**config.mk**
```make
export PLATFORM = sky130hd
export DESIGN_NAME = frame_buffer_writer
export DESIGN_NICKNAME = d
export VERILOG_FILES = /design/src/rtl/frame_buffer_writer.sv
export SDC_FILE = /design/constraint.sdc
export NUM_CORES = 1
export LEC_CHECK = 0
export CORE_MARGIN = 8
export CORE_UTILIZATION = 54
export DETAILED_ROUTE_END_ITERATION = 10
export PLACE_DENSITY = 0.77
export SLEW_MARGIN = 5
export SYNTH_ARGS = -nofsm -noshare
export SYNTH_HDL_FRONTEND = slang
export SYNTH_SLANG_ARGS = --single-unit
```
**constraint.sdc**
```tcl
create_clock -name clk_in -period 3.5 [get_ports clk_in]
set_clock_uncertainty 0.1 [all_clocks]
set_input_delay 1.05 -clock clk_in [delete_from_list [all_inputs] [get_ports clk_in]]
set_output_delay 1.05 -clock clk_in [all_outputs]
set_load 0.01 [all_outputs]
```
**src/rtl/frame_buffer_writer.sv**
```systemverilog
// frame_buffer_writer: windows a raster pixel stream into a frame buffer through one address stage and a 4-deep FWFT write FIFO.
// Optional 2x decimation is enabled by defining DECIMATE_2X_EN.
module frame_buffer_writer #(
    parameter int unsigned FRAME_WIDTH  = 512,
    parameter int unsigned FRAME_HEIGHT = 512,
    parameter int unsigned PIXEL_WIDTH  = 16,
    parameter int unsigned ADDR_WIDTH   = $clog2(FRAME_WIDTH * FRAME_HEIGHT)
) (
    input  logic                   clk_in,
    input  logic                   rst_n_in,
    input  logic                   pixel_valid_in,
    input  logic [PIXEL_WIDTH-1:0] pixel_in,
    input  logic                   sof_in,
    input  logic                   eol_in,
    input  logic [10:0]            h_offset_in,
    input  logic [9:0]             v_offset_in,
    output logic                   wr_valid_out,
    input  logic                   wr_ready_in,
    output logic [ADDR_WIDTH-1:0]  wr_addr_out,
    output logic [PIXEL_WIDTH-1:0] wr_data_out,
    output logic                   frame_done_out,
    output logic                   overflow_out,
    output logic                   busy_out
);
    localparam int unsigned H_W        = 11;
    localparam int unsigned V_W        = 10;
    localparam int unsigned FIFO_DEPTH = 4;
    localparam int unsigned PTR_W      = 2;
    localparam int unsigned CNT_W      = 3;
`ifdef DECIMATE_2X_EN
    localparam int unsigned WIN_W = 2 * FRAME_WIDTH;
    localparam int unsigned WIN_H = 2 * FRAME_HEIGHT;
`else
    localparam int unsigned WIN_W = FRAME_WIDTH;
    localparam int unsigned WIN_H = FRAME_HEIGHT;
`endif

    typedef enum logic [1:0] {WAIT_SOF, ACTIVE, DRAIN} state_t;

    state_t                 state, state_nxt;
    logic [H_W-1:0]         h_cnt, h_off, px, hof;
    logic [V_W-1:0]         v_cnt, v_off, py, vof;
    logic [31:0]            dx, dy;
    logic                   accept, in_win, last_line, done_nxt;
    logic [ADDR_WIDTH-1:0]  pix_addr;

    logic                   st_valid;
    logic [ADDR_WIDTH-1:0]  st_addr;
    logic [PIXEL_WIDTH-1:0] st_data;

    logic [ADDR_WIDTH-1:0]  fifo_addr [FIFO_DEPTH];
    logic [PIXEL_WIDTH-1:0] fifo_data [FIFO_DEPTH];
    logic [PTR_W-1:0]       rd_ptr, wr_ptr, rd_nxt;
    logic [CNT_W-1:0]       fifo_cnt, cnt_nxt;
    logic                   pop, push_ok, ovf_set;
    logic [ADDR_WIDTH-1:0]  head_addr;
    logic [PIXEL_WIDTH-1:0] head_data;

    // Source coordinate of the current pixel; an SOF pixel is (0,0) and uses the live offsets
    always_comb begin
        px = h_cnt;
        py = v_cnt;
        hof = h_off;
        vof = v_off;
        if (sof_in) begin
            px  = '0;
            py  = '0;
            hof = h_offset_in;
            vof = v_offset_in;
        end
        accept = pixel_valid_in && (sof_in || state == ACTIVE);
        dx = 32'(px) - 32'(hof);
        dy = 32'(py) - 32'(vof);
        in_win = (px >= hof) && (dx < WIN_W) && (py >= vof) && (dy < WIN_H);
`ifdef DECIMATE_2X_EN
        in_win   = in_win && !px[0] && !py[0];
        pix_addr = ADDR_WIDTH'((dy >> 1) * FRAME_WIDTH + (dx >> 1));
`else
        pix_addr = ADDR_WIDTH'(dy * FRAME_WIDTH + dx);
`endif
        last_line = eol_in && (32'(py) == 32'(vof) + WIN_H - 32'd1);
    end

    // Frame sequencing: SOF always (re)starts a frame, DRAIN completes once the write path is empty
    always_comb begin
        state_nxt = state;
        done_nxt  = 1'b0;
        if (accept) begin
            state_nxt = last_line ? DRAIN : ACTIVE;
        end else if (state == DRAIN && !st_valid && fifo_cnt == '0) begin
            state_nxt = WAIT_SOF;
            done_nxt  = 1'b1;
        end
    end

    // FIFO bookkeeping; the head for the next cycle is precomputed so the write port is registered
    always_comb begin
        pop     = (fifo_cnt != '0) && wr_ready_in;
        push_ok = st_valid && ((fifo_cnt < CNT_W'(FIFO_DEPTH)) || pop);
        ovf_set = st_valid && !push_ok;
        cnt_nxt = fifo_cnt + CNT_W'(push_ok) - CNT_W'(pop);
        rd_nxt  = rd_ptr + PTR_W'(pop);
        head_addr = fifo_addr[rd_nxt];
        head_data = fifo_data[rd_nxt];
        if (push_ok && rd_nxt == wr_ptr) begin
            head_addr = st_addr;
            head_data = st_data;
        end
    end

    always_ff @(posedge clk_in) begin
        if (push_ok) begin
            fifo_addr[wr_ptr] <= st_addr;
            fifo_data[wr_ptr] <= st_data;
        end
    end

    always_ff @(posedge clk_in or negedge rst_n_in) begin
        if (!rst_n_in) begin
            state          <= WAIT_SOF;
            h_cnt          <= '0;
            v_cnt          <= '0;
            h_off          <= '0;
            v_off          <= '0;
            st_valid       <= 1'b0;
            st_addr        <= '0;
            st_data        <= '0;
            rd_ptr         <= '0;
            wr_ptr         <= '0;
            fifo_cnt       <= '0;
            wr_valid_out   <= 1'b0;
            wr_addr_out    <= '0;
            wr_data_out    <= '0;
            frame_done_out <= 1'b0;
            overflow_out   <= 1'b0;
            busy_out       <= 1'b0;
        end else begin
            state <= state_nxt;
            if (accept) begin
                if (eol_in) begin
                    h_cnt <= '0;
                    v_cnt <= (&py) ? py : py + 1'b1;
                end else begin
                    h_cnt <= (&px) ? px : px + 1'b1;
                    v_cnt <= py;
                end
            end
            if (pixel_valid_in && sof_in) begin
                h_off <= h_offset_in;
                v_off <= v_offset_in;
            end
            st_valid <= accept && in_win;
            if (accept && in_win) begin
                st_addr <= pix_addr;
                st_data <= pixel_in;
            end
            rd_ptr   <= rd_nxt;
            wr_ptr   <= wr_ptr + PTR_W'(push_ok);
            fifo_cnt <= cnt_nxt;
            wr_valid_out <= (cnt_nxt != '0);
            if (cnt_nxt != '0) begin
                wr_addr_out <= head_addr;
                wr_data_out <= head_data;
            end
            frame_done_out <= done_nxt;
            overflow_out   <= overflow_out | ovf_set;
            busy_out       <= (state_nxt != WAIT_SOF);
        end
    end
endmodule

```
# == Word-level counts from Yosys, hierarchy flattened ==
# Memory sizes are Yosys's and may differ from the RTL's. A register that Yosys moved wholly into a read port is not among the register bits.
# Cells that the tools add are included.
# word_totals
regBits,90
ramBits,136
in_bits,43
output_inout_bits,38
wordCells,76
memories,2
# memory_table
memory,words,word_bits,read_ports,rd_ports_with_merged_regs,wr,line,source
fifo_addr,4,18,1,1,1,51,logic [ADDR_WIDTH-1:0] fifo_addr [FIFO_DEPTH];
fifo_data,4,16,1,1,1,52,logic [PIXEL_WIDTH-1:0] fifo_data [FIFO_DEPTH];
# op_classes
add_sub_neg,11
order_cmp,5
eq_ne,3
n_mux,15
bitwise_logic,1
reduce_logical,24
# op_table
cell,n
< comparator 32 x 10 -> 1 bit (second input constant),2
two-way mux 11 bit,4
two-way mux 10 bit,4
== test 10 x 32 -> 1 bit,1
adder 18 x 12 -> 18 bit,1
logical AND 1 bit,12
subtractor 11 x 1 -> 12 bit (second input constant),1
subtractor 11 x 11 -> 12 bit,1
adder 10 x 10 -> 11 bit (second input constant),1
adder 11 x 1 -> 11 bit (second input constant),1
>= comparator 11 bit,1
AND reduction 11 bit,1
subtractor 10 x 10 -> 11 bit,1
adder 10 x 1 -> 10 bit (second input constant),1
>= comparator 10 bit,1
AND reduction 10 bit,1
two-way mux 2 bit,3
nonzero test 3 bit,2
adder 2 x 1 -> 2 bit,2
zero test 1 bit,4
two-way mux 1 bit,4
adder 3 x 1 -> 3 bit,1
zero test 3 bit,1
< comparator 3 bit (second input constant),1
6 further kinds,7

# == Logic depth before layout (Yosys ltp) ==
# depth
ltp_word,8
ltp_mapped,21
ltp_nobuf,18

# == Worst setup path after synthesis ==
# No wires, ideal clock.
# synth_path
path_kind,in2reg
startpoint,input sof_in
endpoint,register st_addr[16]
setup_time_ps,125
t_arrival_ps,5768
setup_slack_ps,-2493
stages,18
path_buffers,4
cell_sequence,clkbuf_1 -> buf_1 -> buf_1 -> clkbuf_1 -> mux2i_1 -> ha_1 -> a2111o_1 -> o21ai_1 -> o21ai_0 -> a21o_1 -> a21oi_1 -> ha_1 -> a21oi_1 -> o21ai_0 -> or4_1 -> o311ai_0 -> xnor2_1 -> mux2_4
# synth_between
elab_chain_cells,7
elab_cells_between_ends,17
cone_classes,add/sub: 3; order compare: 4; mux: 4; reduce/logical: 6
# synth_rtl
item,line,source
start: declaration,13,"input logic sof_in,"
two-way mux 11 bit,65,if (sof_in) begin
subtractor 11 x 11 -> 12 bit,72,dx = 32'(px) - 32'(hof);
< comparator 32 x 10 -> 1 bit,74,in_win = (px >= hof) && (dx < WIN_W) && (py >= vof) && (dy < WIN_H);
logical AND 1 bit (3 in series),74,
logical AND 1 bit,153,if (accept && in_win) begin
end signal: assignment,154,st_addr <= pix_addr;
end: declaration,48,logic [ADDR_WIDTH-1:0] st_addr;
# Several ways; a longest one is shown, not always the timed one.
# A chain may end at the register's enable or synchronous reset.

# == Worst setup path after layout ==
# Same ends and word-level chain as after synthesis.

==> impl_metrics.py <==
metrics = {
    "finish": {
        "post-route-util_pct": 73.15,
        "synthToLayoutAreaGrowth_pct": 33.85,
        "final_common_cell": "buf_4",
        "antenna_cells": 0,
        "design.final.nets": 1222,
        "drive_gt1_share_pct": 33.79,
        "fin_area_um2": 16410,
        "final_cell_mix": "buf_4 (145), edfxtp_1 (136), dfrtp_1 (124), clkdlybuf4s50_1 (69)",
    },
    "timing": {
        "setup_tns_ns": -17.61,
        "timing.fmax_ghz": 0.2410,
        "worstMarginPinSlew_ns": 0.5814,
        "final-hold-violation-count": 0,
        "post-route-min-period_ns": 4.149,
        "slew_violations": 0,
        "rsz0062_at_grt": "true",
        "finalCritPeriodShare_pct": 118.6,
        "setup_viol": 35,
        "worst_hold_slack_ns": 0.3790,
        "setup_ws_ns": -0.6493,
        "slew_headroom_pct": 61.24,
    },
    "placement": {
        "portBuffers": 80,
        "dpl_cell_area_um2": 14500,
        "dp_slack_ns": -1.350,
        "place_congestion": 0.8652,
        "hpwl_mm": 17.54,
    },
    "detailed_routing": {
        "avgViaCountPerCell": 5.713,
        "routed_wl_mm": 30.51,
        "vias": 8256,
        "postRouteAntennaNets": 0,
        "route.detailed.drc": 0,
        "dr.pass1.iters": 5,
        "drt_iter0_drc": 629,
        "routedWlPerCell_um": 21.11,
    },
    "floorplan": {
        "rows": 55,
        "pin_count": 81,
        "fp.dieW_um": 166.7,
        "coreArea_um2": 22430,
        "fp.dieArea_um2": 27780,
        "die_h_um": 166.7,
        "start_util_pct": 54.65,
    },
    "clock_tree": {
        "clkSinkCount": 260,
        "htree_levels": 1,
        "cts-hold-fix-buffers": 0,
        "cts_buffer_depth": 3,
        "insertion_delay_ns": 0.55,
        "cts_root_buf": "clkbuf_16",
        "cts_tree": "done",
        "path_clk_slew_ns": 0.06,
        "cts_buffers": 27,
    },
    "power": {
        "leakagePower_nw": 7.123,
        "cellPowerDensity_nw_per_um2": 688.8,
        "p_clk_share_pct": 26.5,
        "seqPwrFrac_pct": 35.8,
        "sw_frac_of_total_pct": 31.37,
        "switching_power_w": 0.003546,
        "comb_power_share_pct": 37.7,
        "internal_power_w": 0.007757,
        "max-vdd-ir-drop_uv": 536.3,
    },
    "worst_setup_path": {
        "slowest_stage": "or4_4",
        "crit_type": "input port to flop",
        "crit_required_ns": 3.83,
        "max_stage_delay_ns": 0.53,
        "critPathArrivalTime_ns": 4.48,
        "cp_max_fo": 12,
        "crit_top_cell": "o21ai_2",
        "cp_top_family": "compound AO/OA/AOI/OAI gates",
        "path_cells": "buf_12 -> buf_12 -> mux2i_4 -> ha_1 -> buf_4 -> o21a_1 -> o31a_1 -> o21ai_2 -> o21ai_2 -> a21o_1 -> a21oi_4 -> ha_4 -> a21oi_2 -> o21ai_2 -> or4_4 -> o311ai_4 -> xnor2_1 -> mux2_4",
        "cp-end-kind": "flop",
        "timing.critical_path.buf_inv": 3,
        "cp-start-kind": "input port",
    },
    "yosys": {
        "synth-seq-area-share_pct": 58.62,
        "syn-cell-area_um2": 12260,
        "ys_warn_count": 0,
        "synth_cells": 885,
        "syn_nets": 968,
        "synth_edf_count": 136,
        "synth_cell_types": 61,
        "synthFlopType": "edfxtp_1",
        "synthArstFlopShare_pct": 47.69,
        "syn_avg_cell_area_um2": 13.85,
        "synth-seq-cells": 260,
    },
    "job": {
        "cap_viol_max_count": 0,
    },
    "grt": {
        "antenna_found_initial": 0,
        "overflow": 0,
        "grt_use_total_pct": 20.71,
        "grt_max_degree": 48,
        "grt_pass1_vias": 8681,
        "grt_pass1_wl_mm": 46.47,
    },
    "run_status": {
        "status": "finished with violations",
        "violations": "negative setup slack",
    },
    "hold_path": {
        "hp-class": "flop to flop",
    },
}
==> synthesized netlist by cell type (all sizes together) (4+ instances only) <==
cell type | instances | area [µm²]
a21o | 6 | 45.04
a21oi | 72 | 364.1
a31oi | 4 | 25.02
and3 | 6 | 37.54
buf | 14 | 113.9
clkbuf | 22 | 82.58
dfrtp | 124 | 3103
edfxtp | 136 | 4084
fa | 4 | 80.08
ha | 36 | 450.4
inv | 27 | 101.4
mux2 | 54 | 709.4
mux2i | 59 | 590.6
mux4 | 34 | 765.7
nand2 | 37 | 138.9
nand2b | 9 | 56.30
nand3 | 9 | 45.04
nand4 | 10 | 62.56
nor2 | 66 | 247.7
nor2b | 22 | 137.6
nor3 | 15 | 75.07
nor3b | 5 | 37.54
o211ai | 4 | 30.03
o21a | 4 | 30.03
o21ai | 22 | 113.9
xnor2 | 27 | 236.5
xor2 | 20 | 175.2
==> registers in the layout, summed over array words and instances, names as in the netlist, 2 cells and up <==
register     count
fifo_addr       72
fifo_cnt         3
fifo_data       64
h_cnt           11
h_off           11
rd_ptr           2
st_addr         18
st_data         16
state            2
v_cnt           10
v_off           10
wr_addr_out     18
wr_data_out     16
wr_ptr           2
==> worst reg2reg max path, delay by kind of cell, from the launching register on <==
family,cells,cell delay (ns)
multiplexers,1,0.27
buffers and inverters,1,0.04
adder cells (fa/ha/maj),3,0.74
AO/OA/AOI/OAI,8,1.21
XOR/XNOR,2,0.29
AND/OR/NAND/NOR,2,0.64
flip-flops,1,0.42
==> final timing paths <==
check / cells after the start / slack (ns) / from / endpoint
setup / recovery: 18 / -0.65 / sof_in / st_addr[16]$_DFFE_PN0P_
hold / removal: 1 / 0.38 / overflow_out$_DFF_PN0_ / overflow_out$_DFF_PN0_
setup reg to reg: 17 / -0.33 / h_cnt[0]$_DFFE_PN0P_ / st_addr[16]$_DFFE_PN0P_
hold reg to reg: 1 / 0.38 / overflow_out$_DFF_PN0_ / overflow_out$_DFF_PN0_
max in group asynchronous: 2 / 2.24 / rst_n_in / h_cnt[3]$_DFFE_PN0P_
min in group asynchronous: 1 / 0.39 / rst_n_in / st_data[9]$_DFFE_PN0P_
==> layer usage <==
layer	vias to the layer above	track usage, %	share of wire (%)	wire, µm
met5	-	0	0	0
met4	0	7.051	3.2	976
met3	66	3.404	4.5	1386
met2	248	36.52	52	15920
met1	4138	25.56	40	12230
li1	3804	-	-	-
==> cells by family (layout without fill, tap and decap cells) <==
family	Yosys count	in the layout	synth area share, %
flip-flops	260	260	58.62
AND/OR/NAND/NOR	193	193	7.644
multiplexers	147	147	16.85
AO/OA/AOI/OAI	135	135	6.776
buffers and inverters	63	338	2.429
XOR/XNOR	47	47	3.358
adder cells (fa/ha/maj)	40	40	4.327
==> through the flow <==
step / cells / total power (W)
floorplan: 885 / 0.006238
global placement: 1345 / 0.007484
detailed placement: 1345 / 0.007634
CTS: 1427 / 0.01088
global route: 1445 / 0.01179
finish: 1445 / 0.01130
==> layout make-up <==
type | count | area, µm²
clock buffer | 31 | 710.7
clock inverter | 19 | 207.7
fill | 1372 | 6023
inverter | 27 | 101.3
multi-input combinational | 562 | 5241
sequential | 260 | 7187
tap | 285 | 356.6
timing repair buffer | 261 | 2606
==> what timing repair did <==
action,in CTS,in global routing
gates resized for setup,69,35
pin swaps,40,24
setup buffers,29,13
endpoints found under the setup margin,65,69
cloned,4,6
==> power by group through the flow <==
stage,Combinational [W],Sequential [W],Clock [W]
after floorplan,0.00217,0.00407,0
after global placement,0.00345,0.00403,0
after detailed placement,0.00357,0.00407,0
after CTS,0.00385,0.00402,0.00301
after global routing,0.00456,0.00409,0.00314
final,0.00427,0.00404,0.00299
Note: power is estimated with default switching activity, not from simulation.
